**config.mk**
```make
export PLATFORM = sky130hd
export DESIGN_NAME = mymod_stim_seq
export DESIGN_NICKNAME = d
export VERILOG_FILES = /design/src/rtl/mymod_stim_pkg.sv /design/src/rtl/mymod_misr.sv /design/src/rtl/mymod_stim_seq.sv
export SDC_FILE = /design/constraint.sdc
export NUM_CORES = 1
export LEC_CHECK = 0
export BUFFER_PORTS_ARGS = -buffer_cell sky130_fd_sc_hd__buf_2
export CAP_MARGIN = 20
export CELL_PAD_IN_SITES_DETAIL_PLACEMENT = 1
export CELL_PAD_IN_SITES_GLOBAL_PLACEMENT = 1
export CORE_MARGIN = 2
export CORE_UTILIZATION = 30
export CTS_CLUSTER_DIAMETER = 60
export DETAILED_ROUTE_END_ITERATION = 8
export PLACE_DENSITY_LB_ADDON = 0.15
export SETUP_SLACK_MARGIN = 0.05
export SYNTH_ARGS = -nofsm -noshare
export SYNTH_HDL_FRONTEND = slang
export SYNTH_HIERARCHICAL = 1
export SYNTH_SLANG_ARGS = --single-unit
export TNS_END_PERCENT = 10
```
**constraint.sdc**
```tcl
create_clock -name Clk -period 2.2 [get_ports Clk]
set_input_delay 0.44 -clock Clk [delete_from_list [all_inputs] [get_ports Clk]]
set_output_delay 0.44 -clock Clk [all_outputs]
set_load 0.03 [all_outputs]
```
**src/rtl/mymod_stim_pkg.sv**
```systemverilog
// Shared types and constants for the myMod stimulus sequencer.
// Optional MISR signature is enabled by defining MYMOD_STIM_SIG_EN.
package mymod_stim_pkg;

    typedef enum logic [1:0] {
        IDLE = 2'd0,
        RUN  = 2'd1,
        DONE = 2'd2
    } state_e;

    localparam logic [15:0] MISR_POLY = 16'h1021;
    localparam logic [1:0]  SI_LAST   = 2'b11;

endpackage

```
**src/rtl/mymod_misr.sv**
```systemverilog
// 16-bit MISR compressing one B_W-bit word per enabled cycle; clr wins over en.
// Only instantiated when MYMOD_STIM_SIG_EN is defined.
module mymod_misr #(
    parameter int          B_W  = 8,
    parameter logic [15:0] POLY = 16'h1021
) (
    input  logic           clk,
    input  logic           rst,
    input  logic           clr,
    input  logic           en,
    input  logic [B_W-1:0] din,
    output logic [15:0]    sig
);

    logic [15:0] sig_q;
    logic [15:0] sig_d;
    logic [15:0] din_ext;

    always_comb begin
        din_ext = '0;
        din_ext[B_W-1:0] = din;
        sig_d = sig_q;
        if (clr) begin
            sig_d = '0;
        end else if (en) begin
            sig_d = {sig_q[14:0], 1'b0} ^ (sig_q[15] ? POLY : 16'h0000) ^ din_ext;
        end
    end

    always_ff @(posedge clk or posedge rst) begin
        if (rst) begin
            sig_q <= '0;
        end else begin
            sig_q <= sig_d;
        end
    end

    assign sig = sig_q;

endmodule

```
**src/rtl/mymod_stim_seq.sv**
```systemverilog
// On-chip sweep initiator for myMod: walks A over its full range with (S,I)=00..11 per value.
// Define MYMOD_STIM_SIG_EN to compress the sampled B values into a 16-bit MISR signature.
//
// Handshake: start is a one-cycle request taken only in IDLE or DONE; abort wins over start
// in any state; sample marks the single cycle in which B is expected to be valid.
module mymod_stim_seq
    import mymod_stim_pkg::*;
#(
    parameter int A_W      = 5,
    parameter int B_W      = 8,
    parameter int HOLD_CYC = 4
) (
    input  logic           Clk,
    input  logic           Rst,
    input  logic           start,
    input  logic           abort,
    output logic [A_W-1:0] A,
    output logic           S,
    output logic           I,
    input  logic [B_W-1:0] B,
    output logic           busy,
    output logic           sample,
    output logic           done,
    output logic [15:0]    sig,
    output state_e         dbg_state
);

    localparam int              HW        = (HOLD_CYC > 1) ? $clog2(HOLD_CYC) : 1;
    localparam logic [HW-1:0]   HOLD_LAST = HW'(HOLD_CYC - 1);
    localparam logic [A_W-1:0]  A_MAX     = '1;

    state_e         state_q, state_d;
    logic [A_W-1:0] a_q, a_d;
    logic [1:0]     si_q, si_d;
    logic [HW-1:0]  hold_q, hold_d;
    logic           start_acc;
    logic           last_hold;

    assign last_hold = (hold_q == HOLD_LAST);

    always_comb begin
        state_d   = state_q;
        a_d       = a_q;
        si_d      = si_q;
        hold_d    = hold_q;
        start_acc = 1'b0;

        case (state_q)
            IDLE, DONE: begin
                if (start) begin
                    state_d   = RUN;
                    a_d       = '0;
                    si_d      = '0;
                    hold_d    = '0;
                    start_acc = 1'b1;
                end
            end
            RUN: begin
                if (last_hold) begin
                    hold_d = '0;
                    // The final step parks A/S/I so DONE shows the last operand.
                    if ((a_q == A_MAX) && (si_q == SI_LAST)) begin
                        state_d = DONE;
                    end else begin
                        si_d = si_q + 2'd1;
                        if (si_q == SI_LAST) begin
                            a_d = a_q + 1'b1;
                        end
                    end
                end else begin
                    hold_d = hold_q + 1'b1;
                end
            end
            default: begin
                state_d = IDLE;
            end
        endcase

        if (abort) begin
            state_d   = IDLE;
            a_d       = '0;
            si_d      = '0;
            hold_d    = '0;
            start_acc = 1'b0;
        end
    end

    always_ff @(posedge Clk or posedge Rst) begin
        if (Rst) begin
            state_q <= IDLE;
            a_q     <= '0;
            si_q    <= '0;
            hold_q  <= '0;
        end else begin
            state_q <= state_d;
            a_q     <= a_d;
            si_q    <= si_d;
            hold_q  <= hold_d;
        end
    end

    assign A         = a_q;
    assign S         = si_q[1];
    assign I         = si_q[0];
    assign busy      = (state_q == RUN);
    assign done      = (state_q == DONE);
    assign sample    = (state_q == RUN) && last_hold;
    assign dbg_state = state_q;

`ifdef MYMOD_STIM_SIG_EN
    // Abort must leave the signature untouched, even on a sample cycle.
    mymod_misr #(
        .B_W  (B_W),
        .POLY (MISR_POLY)
    ) u_misr (
        .clk (Clk),
        .rst (Rst),
        .clr (start_acc),
        .en  (sample && !abort),
        .din (B),
        .sig (sig)
    );
`else
    logic unused_b;
    logic unused_start_acc;
    assign unused_b         = ^B;
    assign unused_start_acc = start_acc;
    assign sig              = 16'h0000;
`endif

endmodule
```
Word-level counts from Yosys, hierarchy flattened
Cells that the tools add are included.
- output and inout port bits: 28
- memories: 0
- latch bits: 0
- logic and storage cells: 45
- bits in registers: 11
- input bits: 12
- bits in read-only memories: 0
- bits in writable memories: 0
- shift-type cells: 0
- magnitude comparators: 0
- $add $sub $neg: 3
- bitwise logic cells: 0
- reductions and logical operators: 9
- muxes and demuxes: 19
- equality and inequality tests: 10
- divide/modulo/power cells: 0
- multiply operators: 0
- operators with widths (kind ; number):
    $mux 5 ; 5
    $mux 2 ; 10
    $pmux 2 s2 ; 3
    $pmux 5 s2 ; 1
    $ne 3x2->1 const B ; 3
    $eq 2x2->1 const B ; 3
    $ne 3x3->1 const B ; 2
    $add 5x1->5 const B ; 1
    $eq 5x5->1 const B ; 1
    $reduce_and 5->1 ; 1
    $add 2x1->2 const B ; 2
    $reduce_and 4->1 ; 1
    $reduce_and 3->1 ; 1
    $reduce_bool 3->1 ; 1
    $eq 2x1->1 const B ; 1
    $logic_and 1x1->1 ; 2
    $logic_not 2->1 ; 1
    $reduce_and 2->1 ; 1
    $reduce_or 2->1 ; 1

Longest topological paths before layout
Gate-level depths: netlist (run 1).
- depth in word-level cells: 6
- gate-level depth with buffers: 7
- depth with buffers taken out: 6

Worst setup path before layout (run 1)
OpenSTA, ideal clock, no wires.
- path kind: flip-flop to output port
- from: reg state_q[1], in the netlist dbg_state[1]
- to: out sample
- path slack: 0.227 ns
- path buffers: 0
- stages on the path, launching flop included: 4
- arrival time: 1.533 ns
- required time: 1.760 ns
- cells stage by stage: dfrtp_1 > nand2b_1 > clkinv_1 > and2_2
- longest elaborated chain between the ends: 2
- ends and longest elaborated chain (element ; RTL line ; RTL):
    start, declared ; mymod_stim_seq.sv:32 ; state_e state_q, state_d;
    start signal, assigned ; mymod_stim_seq.sv:95 ; state_q <= state_d;
    $eq 2x1->1 ; - ;
    via busy ; mymod_stim_seq.sv:21 ; output logic busy,
    $logic_and 1x1->1 ; mymod_stim_seq.sv:107 ; assign sample = (state_q == RUN) && last_hold;
    end, declared ; mymod_stim_seq.sv:22 ; output logic sample,
The timed path passes the listed nets, and every way through them passes these cells.

Final worst setup path (run 1)
- from: reg a_q[0], in the netlist A[0]
- to: reg a_q[3], in the netlist A[3]
- longest elaborated chain between the ends: 6
- elaborated cells on any way between the ends: 10
- classes of those cells: add/sub: 1; eq/ne: 2; mux: 5; reduce/logical: 2
- ends and longest elaborated chain (element ; RTL line ; RTL):
    start, declared ; mymod_stim_seq.sv:33 ; logic [A_W-1:0] a_q, a_d;
    start signal, assigned ; mymod_stim_seq.sv:91 ; a_q <= '0;
    start signal, assigned ; mymod_stim_seq.sv:96 ; a_q <= a_d;
    $add 5x1->5 ; mymod_stim_seq.sv:67 ; a_d = a_q + 1'b1;
    $mux 5 ; mymod_stim_seq.sv:66 ; if (si_q == SI_LAST) begin
    $mux 5 ; mymod_stim_seq.sv:62 ; if ((a_q == A_MAX) && (si_q == SI_LAST)) begin
    $mux 5 ; mymod_stim_seq.sv:59 ; if (last_hold) begin
    $pmux 5 s2 ; mymod_stim_seq.sv:48 ; case (state_q)
    $mux 5 ; mymod_stim_seq.sv:79 ; if (abort) begin
Parallel ways exist; a longest one is shown, timed or not. The select of a mux whose other input is x is not followed.
A chain may end at the register's enable or synchronous reset.

==> results of run 1 <==
==> placed cells by master (no fill, tap or decap), types with 2 or more instances in the layout <==
cell type  Yosys  final
or4_1          2      2
a31oi_1        3      3
ha_1           4      4
nand2_1        4      4
nand2b_1       2      2
nand3_1        9      9
o211ai_1       4      4
inv_1          4      4
a21oi_1        7      7
nor2_1         2      2
conb_1         1     16
clkbuf_4       0      3
buf_2          1     15
dfrtp_1       11     11
==> cell type report <==
| type | instances | area (sq um) |
|---|---|---|
| Clock buffer | 4 | 26.3 |
| Fill cell | 310 | 1610 |
| Inverter | 5 | 18.8 |
| Multi-Input combinational cell | 65 | 403 |
| Sequential cell | 11 | 275 |
| Tap cell | 30 | 37.5 |
| Timing Repair Buffer | 16 | 82.6 |
==> registers in the layout, summed over array words and instances, names as in the netlist <==
name,cells
dbg_state,2
hold_q,2
A,5
si_q,2
==> through the flow <==
| stage | total power, mW | cell area, sq um |
|---|---|---|
| after floorplan | 0.301 | 830 |
| after global placement | 0.295 | 817 |
| after CTS | 0.444 | 843 |
| after detailed placement | 0.295 | 817 |
| after global routing | 0.459 | 843 |
| final | 0.435 | 843 |
==> worst min path at each step <==
stage | endpoint | slack, ns | cells past startpoint
5_1_grt | si_q[0]$_DFFE_PP0P_ | 0.20 | 2
3_5_place_dp | A[4]$_DFFE_PP0P_ | 0.47 | 2
3_3_place_gp | A[4]$_DFFE_PP0P_ | 0.47 | 2
2_1_floorplan | A[0]$_DFFE_PP0P_ | 0.29 | 1
6_report | A[1]$_DFFE_PP0P_ | 0.16 | 2
4_1_cts | dbg_state[1]$_DFFE_PP0P_ | 0.17 | 2
==> metal layers <==
metal / up-vias / wire length (microns) / track usage [%]
met3: 5 / 96 / 4.92
met1: 293 / 723 / 17.4
met4: 0 / 29 / 5.00
li1: 306 / - / -
met5: - / 0 / 0
met2: 15 / 812 / 20.8
==> power groups by stage <==
| stage | Combinational, mW | Clock [mW] | Sequential, mW |
|---|---|---|---|
| floorplan | 0.0844 | 0 | 0.216 |
| global placement | 0.0802 | 0 | 0.214 |
| detailed placement | 0.0804 | 0 | 0.214 |
| CTS | 0.0804 | 0.154 | 0.210 |
| global route | 0.0873 | 0.161 | 0.211 |
| finish | 0.0800 | 0.145 | 0.210 |
==> kinds of logic after synthesis <==
kind of cell | count (synthesis) | share of synthesized area [%]
DFF | 11 | 35.6
adders and majority gates | 4 | 6.47
buffers and inverters | 24 | 19.6
AOI/OAI and AO/OA | 19 | 16.5
other | 1 | 0.485
and+or+nand+nor | 26 | 21.4
==> out/metrics.cfg, run 1 <==
[drt]
viasPerCell=4.73
vias=619
wl_per_cell_microns=12.7
routed_wl_mm=1.66
drtIter0Drc=4
drc_errors=0
first_pass_iters=2
ant_nets=0

[global_routing]
overflow=0
grt_antenna_before_repair=0
groute.usage.overall_pct=13.6
grt_max_degree=13
grt_pass1_vias=602
grt_pass1_wl_mm=2.84

[cts]
cts-resized-gates=0
cts_num_sinks=11
cts_root_buf=clkbuf_4
post-cts-setup-buffers=0
numCtsBuffers=3
htreeDepth=1
tritoncts=built
cts.path.max_buffers=2
path_clk_slew_ns=0.07
clk_latency_ns=0.28
cts_hold_buffers=0

[setup_path]
cp.depth=5
crit_slowest_cell=or4_1
path_max_fanout=12
path_buf_inv=0
setup.worst_path.class=reg2reg
crit_top_cell=ha_1
cp_cell_sequence=ha_1, and3_1, ha_1, or4_1, a31oi_1
endpoint=A[3]$_DFFE_PP0P_
cp_top_family=simple AND/OR/NAND/NOR gates
r2r_end=A[3]$_DFFE_PP0P_
critPathLaunch=A[0]$_DFFE_PP0P_
crit_path_max_incr_delay_ns=0.55
cp-start-kind=flop
cp_data_arrival_time_ns=2.15
reg2reg_depth=5
worstPathRequired_ns=2.40
r2r_start=A[0]$_DFFE_PP0P_
rrSetupSlack_ns=0.25
cp-end-kind=flop

[pwr]
p_per_area_mw_per_mm2=516
p_leak_nw=0.455
comb_power_share_pct=18.4
p_switching_uw=146
p_int_uw=289
seq_power_share_pct=48.4
switching_share_pct=33.6
irDropWorstVdd_mv=0.273
clkPwrFrac_pct=33.3

[die]
start_util_pct=31.5
die_y_microns=54.8
die_w_microns=54.8
row_count=18
ios=40
fp.dieArea_sq_mm=0.00300
coreArea_sq_mm=0.00245

[placed_design]
preCtsSetupSlack_ns=0.271
portBuffers=15
placed_cells=127
routabilityCongestion=0.747
dp_hpwl_mm=1.23

[logic_synthesis]
ys_async_sr_fraction_pct=100
synth_cells=85
synth.area.top_cells=dfrtp_1, buf_4, ha_1, nand3_1, a21oi_1
synth_top_cell_area_share_pct=35.6
synth-edff-count=0
yosys_register_bits=11
yosysWarningCount=6
synth_cell_types=28
syn_area_sq_um=773
syn_area_per_cell_sq_um=9.10
yosysSeqAreaShare_pct=35.6
synth_largest_area_cell=dfrtp_1
synthTopCellsByCount=buf_4, dfrtp_1, nand3_1
post-synth-top-count-cell=buf_4
synth_flop_cell=dfrtp_1

[finish]
nets=118
antenna_cells=0
drive_gt1_share_pct=22.8
finalNonFillerCells=131
fin_util_pct=34.4
synthToLayoutAreaGrowth_pct=9.06

[timing]
finalSetupViolations=0
fmax_mhz=513
hold_viol=0
fin_crit_ns=1.95
slew_violations=0
setup-tns-final_ns=0
setup_ws_ns=0.252
whs_ns=0.158
fin_crit_sh_pct=88.5
rsz0062_at_grt=false
skew_ns=0.00344

[flow_run]
cap_violations=0

[min_path]
hp-class=in2async

[outcome]
status=completed

Power figures use the tool's default switching activity.
==> run 2: changes to the inputs <==
--- a/config.mk
+++ b/config.mk
@@ -5,7 +5,6 @@
 export SDC_FILE = /design/constraint.sdc
 export NUM_CORES = 1
 export LEC_CHECK = 0
-export BUFFER_PORTS_ARGS = -buffer_cell sky130_fd_sc_hd__buf_2
 export CAP_MARGIN = 20
 export CELL_PAD_IN_SITES_DETAIL_PLACEMENT = 1
 export CELL_PAD_IN_SITES_GLOBAL_PLACEMENT = 1
@@ -13,6 +12,7 @@
 export CORE_UTILIZATION = 30
 export CTS_CLUSTER_DIAMETER = 60
 export DETAILED_ROUTE_END_ITERATION = 8
+export DONT_BUFFER_PORTS = 1
 export PLACE_DENSITY_LB_ADDON = 0.15
 export SETUP_SLACK_MARGIN = 0.05
 export SYNTH_ARGS = -nofsm -noshare
==> out/metrics.cfg, run 2 (synthesized netlist as in run 1, its figures left out) <==
[min_path]
hp-class=in2async

[timing]
fmax_mhz=534  ; +4.0%
hold_viol=0  ; unchanged
rsz0062_at_grt=false
fin_crit_ns=1.87  ; -0.0758 ns
finalSetupViolations=0  ; unchanged
slew_violations=0  ; unchanged
fin_crit_sh_pct=85.1  ; -3.4 points
skew_ns=0.000784  ; -0.00265 ns
setup-tns-final_ns=0  ; unchanged

[global_routing]
grt_max_degree=13  ; unchanged
overflow=0  ; unchanged
grt_pass1_wl_mm=2.78  ; -1.9%
grt_antenna_before_repair=0  ; unchanged
groute.usage.overall_pct=13.5  ; -0.12 points
grt_pass1_vias=628  ; +4.3%

[finish]
nets=112  ; -5.1%
antenna_cells=0  ; unchanged
final_common_cell=conb_1
largest_register_ffs=5  ; unchanged
drive_gt1_share_pct=17.9  ; -4.9 points
fill_cells=304  ; -1.9%
stdcell_area_sq_um=836  ; -0.89%
finalNonFillerCells=125  ; -4.6%
layout_common_cells=conb_1, dfrtp_1, buf_4
synthToLayoutAreaGrowth_pct=8.09

[cts]
tritoncts=built
path_clk_slew_ns=0.07  ; about the same
cts_num_sinks=11  ; unchanged
htreeDepth=1  ; unchanged
cts.path.max_buffers=2  ; unchanged
cts_root_buf=clkbuf_4
numCtsBuffers=3  ; unchanged
clk_latency_ns=0.27  ; about the same
post-cts-setup-buffers=0  ; unchanged
cts-resized-gates=0  ; unchanged
cts_hold_buffers=0  ; unchanged

[drt]
drc_errors=0  ; unchanged
routed_wl_mm=1.73  ; +3.9%
wl_per_cell_microns=13.8  ; +8.8%
vias=610  ; -1.5%
drtIter0Drc=2  ; -2
ant_nets=0  ; unchanged
first_pass_iters=2  ; unchanged
viasPerCell=4.88  ; +3.3%

[die]
ios=40  ; unchanged
start_util_pct=31.5  ; unchanged
fp.dieArea_sq_mm=0.00300  ; unchanged
die_w_microns=54.8  ; unchanged
coreArea_sq_mm=0.00245  ; unchanged
row_count=18  ; unchanged
die_y_microns=54.8  ; unchanged

[setup_path]
cp-end-kind=flop
cp-start-kind=flop
reg2reg_depth=5  ; unchanged
r2r_start=A[0]$_DFFE_PP0P_
worstPathRequired_ns=2.40  ; about the same
setup.worst_path.class=reg2reg
cp_data_arrival_time_ns=2.07  ; -0.08 ns
r2r_end=A[3]$_DFFE_PP0P_
rrSetupSlack_ns=0.33  ; +0.08 ns
path_max_fanout=12  ; unchanged

[placed_design]
place_area_sq_um=810  ; -0.92%
routabilityCongestion=0.757  ; +1.3%
dp_hpwl_mm=1.31  ; +6.7%
placed_cells=121  ; -4.7%
portBuffers=0  ; -15

[outcome]
status=completed

[pwr]
p_leak_nw=0.426  ; -6.3%
irDropWorstVdd_mv=0.320  ; +17%
p_per_area_mw_per_mm2=511  ; -0.91%

[flow_run]
cap_violations=0  ; unchanged

-- run 2: metrics by stage --
stage | hold slack [ns] | util (%) | total power [mW] | setup slack (ns)
after floorplan | 0.292 | - | 0.301 | 0.227
final | 0.0509 | 34.0 | 0.427 | 0.328
after detailed placement | 0.368 | 33.0 | 0.289 | 0.326
after CTS | 0.0619 | 34.0 | 0.440 | 0.309
after global placement | 0.367 | 33.0 | 0.289 | 0.327
after global routing | 0.0753 | 34.0 | 0.454 | 0.178
-- run 2: layout make-up --
cell class                 instances  area (sq um)  share of cell area (%)
multi-input combinational         65           403                    48.2
sequential                        11           275                    32.9
timing repair buffer              10          75.1                    8.98
tap                               30          37.5                    4.49
clock buffer                       4          26.3                    3.14
inverter                           5          18.8                    2.25
-- run 2: worst max-delay path, cell delays in order, from the launching register on --
cell     delay [ns]
dfrtp_1        0.38
ha_1           0.22
and3_1         0.19
ha_1           0.31
or4_1          0.54
a31oi_1        0.16
-- run 2: worst max path at each step --
stage	from	end	slack [ns]
after floorplan	dbg_state[1]$_DFFE_PP0P_	sample	0.23
after detailed placement	A[0]$_DFFE_PP0P_	A[3]$_DFFE_PP0P_	0.33
after CTS	A[0]$_DFFE_PP0P_	A[3]$_DFFE_PP0P_	0.31
final	A[0]$_DFFE_PP0P_	A[3]$_DFFE_PP0P_	0.33
after global placement	A[0]$_DFFE_PP0P_	A[3]$_DFFE_PP0P_	0.33
after global routing	A[0]$_DFFE_PP0P_	si_q[0]$_DFFE_PP0P_	0.18
-- run 2: metal layers --
metal / wire [microns] / global-route usage, % / vias to the layer above
met5: 0 / 0 / -
met4: 10 / 3.75 / 0
met3: 124 / 6.01 / 2
met2: 838 / 21.8 / 18
met1: 752 / 16.0 / 297
li1: - / - / 293
-- run 2: power by group --
group / switching, mW / total [mW] / internal, mW
clock: 0.0723 / 0.142 / 0.0702
sequential: 0.00430 / 0.210 / 0.205
combinational: 0.0639 / 0.0748 / 0.0109
==> run 3: changes to the inputs <==
==> constraint.sdc (replaced) <==
create_clock -name Clk -period 2.4 [get_ports Clk]
set_input_delay 0.48 -clock Clk [delete_from_list [all_inputs] [get_ports Clk]]
set_output_delay 0.48 -clock Clk [all_outputs]
set_load 0.03 [all_outputs]
==> out/metrics.cfg, run 3 (synthesized netlist as in run 1, its figures left out) <==
[cts]
cts.path.max_buffers=2  ; unchanged
path_clk_slew_ns=0.08  ; about the same
htreeDepth=1  ; unchanged
cts-resized-gates=0  ; unchanged
numCtsBuffers=3  ; unchanged
cts_root_buf=clkbuf_4
clk_latency_ns=0.27  ; about the same
cts_hold_buffers=0  ; unchanged
tritoncts=built
cts_num_sinks=11  ; unchanged
post-cts-setup-buffers=0  ; unchanged

[timing]
fmax_mhz=486
finalSetupViolations=0  ; unchanged
fin_crit_sh_pct=85.7
rsz0062_at_grt=false
fin_crit_ns=2.06
whs_ns=0.0985  ; +0.0476 ns
hold_viol=0  ; unchanged
tightest_slew_ns=0.623
skew_ns=0.00382  ; +0.00304 ns
relSlewSlack_pct=58.4
slew_violations=0  ; unchanged
setup-tns-final_ns=0  ; unchanged

[setup_path]
r2r_start=A[0]$_DFFE_PP0P_
critPathLaunch=dbg_state[1]$_DFFE_PP0P_
cp-start-kind=flop
setup.worst_path.class=reg2out
rrSetupSlack_ns=0.49  ; +0.16 ns
cp-end-kind=output pin
cp_data_arrival_time_ns=1.58  ; -0.49 ns
reg2reg_depth=5  ; unchanged
path_max_fanout=6  ; -6
worstPathRequired_ns=1.92  ; -0.48 ns

[die]
start_util_pct=31.5  ; unchanged
coreArea_sq_mm=0.00245  ; unchanged
die_w_microns=54.8  ; unchanged
ios=40  ; unchanged
die_y_microns=54.8  ; unchanged
row_count=18  ; unchanged
fp.dieArea_sq_mm=0.00300  ; unchanged

[drt]
wl_per_cell_microns=14.9  ; +8.0%
first_pass_iters=4  ; +2
viasPerCell=4.89  ; +0.24%
drtIter0Drc=3  ; +1
drc_errors=0  ; unchanged
routed_wl_mm=1.79  ; +3.7%
vias=587  ; -3.8%
ant_nets=0  ; unchanged

[finish]
nets=107  ; -4.5%
largest_register_ffs=5  ; unchanged
fin_util_pct=32.5  ; -1.5 points
antenna_cells=0  ; unchanged
final_common_cell=conb_1
synthToLayoutAreaGrowth_pct=3.24
finalNonFillerCells=120  ; -4.0%
layout_common_cells=conb_1, dfrtp_1, nand3_1
drive_gt1_share_pct=13.3  ; -4.6 points

[global_routing]
groute.usage.overall_pct=14.0  ; +0.55 points
grt_antenna_before_repair=0  ; unchanged
overflow=0  ; unchanged
grt_pass1_wl_mm=2.90  ; +4.2%
grt_pass1_vias=622  ; -0.96%
grt_max_degree=13  ; unchanged

[placed_design]
routabilityCongestion=0.653  ; -14%
portBuffers=0  ; unchanged
placed_cells=116  ; -4.1%
dp_hpwl_mm=1.34  ; +1.8%

[outcome]
status=completed

[pwr]
p_leak_nw=0.399  ; -6.4%
p_per_area_mw_per_mm2=493  ; -3.6%
irDropWorstVdd_mv=0.253  ; -21%

[flow_run]
cap_violations=0  ; unchanged

[min_path]
hp-class=in2async

==> run 3: cell count changes in the layout (fill, tap and decap cells not counted) <==
cell | previous run | this run
buf_4 | 10 | 5
==> run 3: final cells by class <==
type | instances | area, sq um
Timing Repair Buffer | 5 | 37.5
Fill cell | 297 | 1660
Multi-Input combinational cell | 65 | 403
Clock buffer | 4 | 26.3
Sequential cell | 11 | 275
Tap cell | 30 | 37.5
Inverter | 5 | 18.8
==> run 3: routing by layer <==
layer | part of all wire (%) | vias up | wire [microns] | GRT usage [%]
met5 | 0 | - | 0 | 0
met4 | 0.89 | 0 | 16 | 5.00
met3 | 7.8 | 2 | 139 | 6.01
met2 | 47 | 17 | 838 | 23.0
met1 | 44 | 287 | 794 | 16.1
li1 | - | 281 | - | -
==> run 3: through the flow <==
step	setup WS [ns]	total power, mW	instance area, sq um
2_1_floorplan	0.387	0.276	830
3_3_place_gp	0.535	0.264	772
3_5_place_dp	0.496	0.265	772
4_1_cts	0.307	0.402	798
5_1_grt	0.203	0.419	798
6_report	0.344	0.393	798
==> run 3: final timing paths <==
| kind | end |
|---|---|
| max | sample |
| min | dbg_state[1]$_DFFE_PP0P_ |
| max reg2reg | A[3]$_DFFE_PP0P_ |
| min reg2reg | hold_q[1]$_DFFE_PP0P_ |
| max in group asynchronous | A[2]$_DFFE_PP0P_ |
| min in group Clk | hold_q[1]$_DFFE_PP0P_ |
==> run 3: worst max-delay path, cell delays in order (launching register included) <==
cell      delay, ns
dfrtp_1        0.60
nand2b_1       0.31
clkinv_1       0.12
and2_2         0.27
==> run 3: report_power, final <==
| part | internal, mW | leakage, nW | switching (mW) |
|---|---|---|---|
| Sequential | 0.188 | 0.152 | 0.00375 |
| Combinational | 0.00994 | 0.232 | 0.0585 |
| Clock | 0.0643 | 0.0150 | 0.0684 |
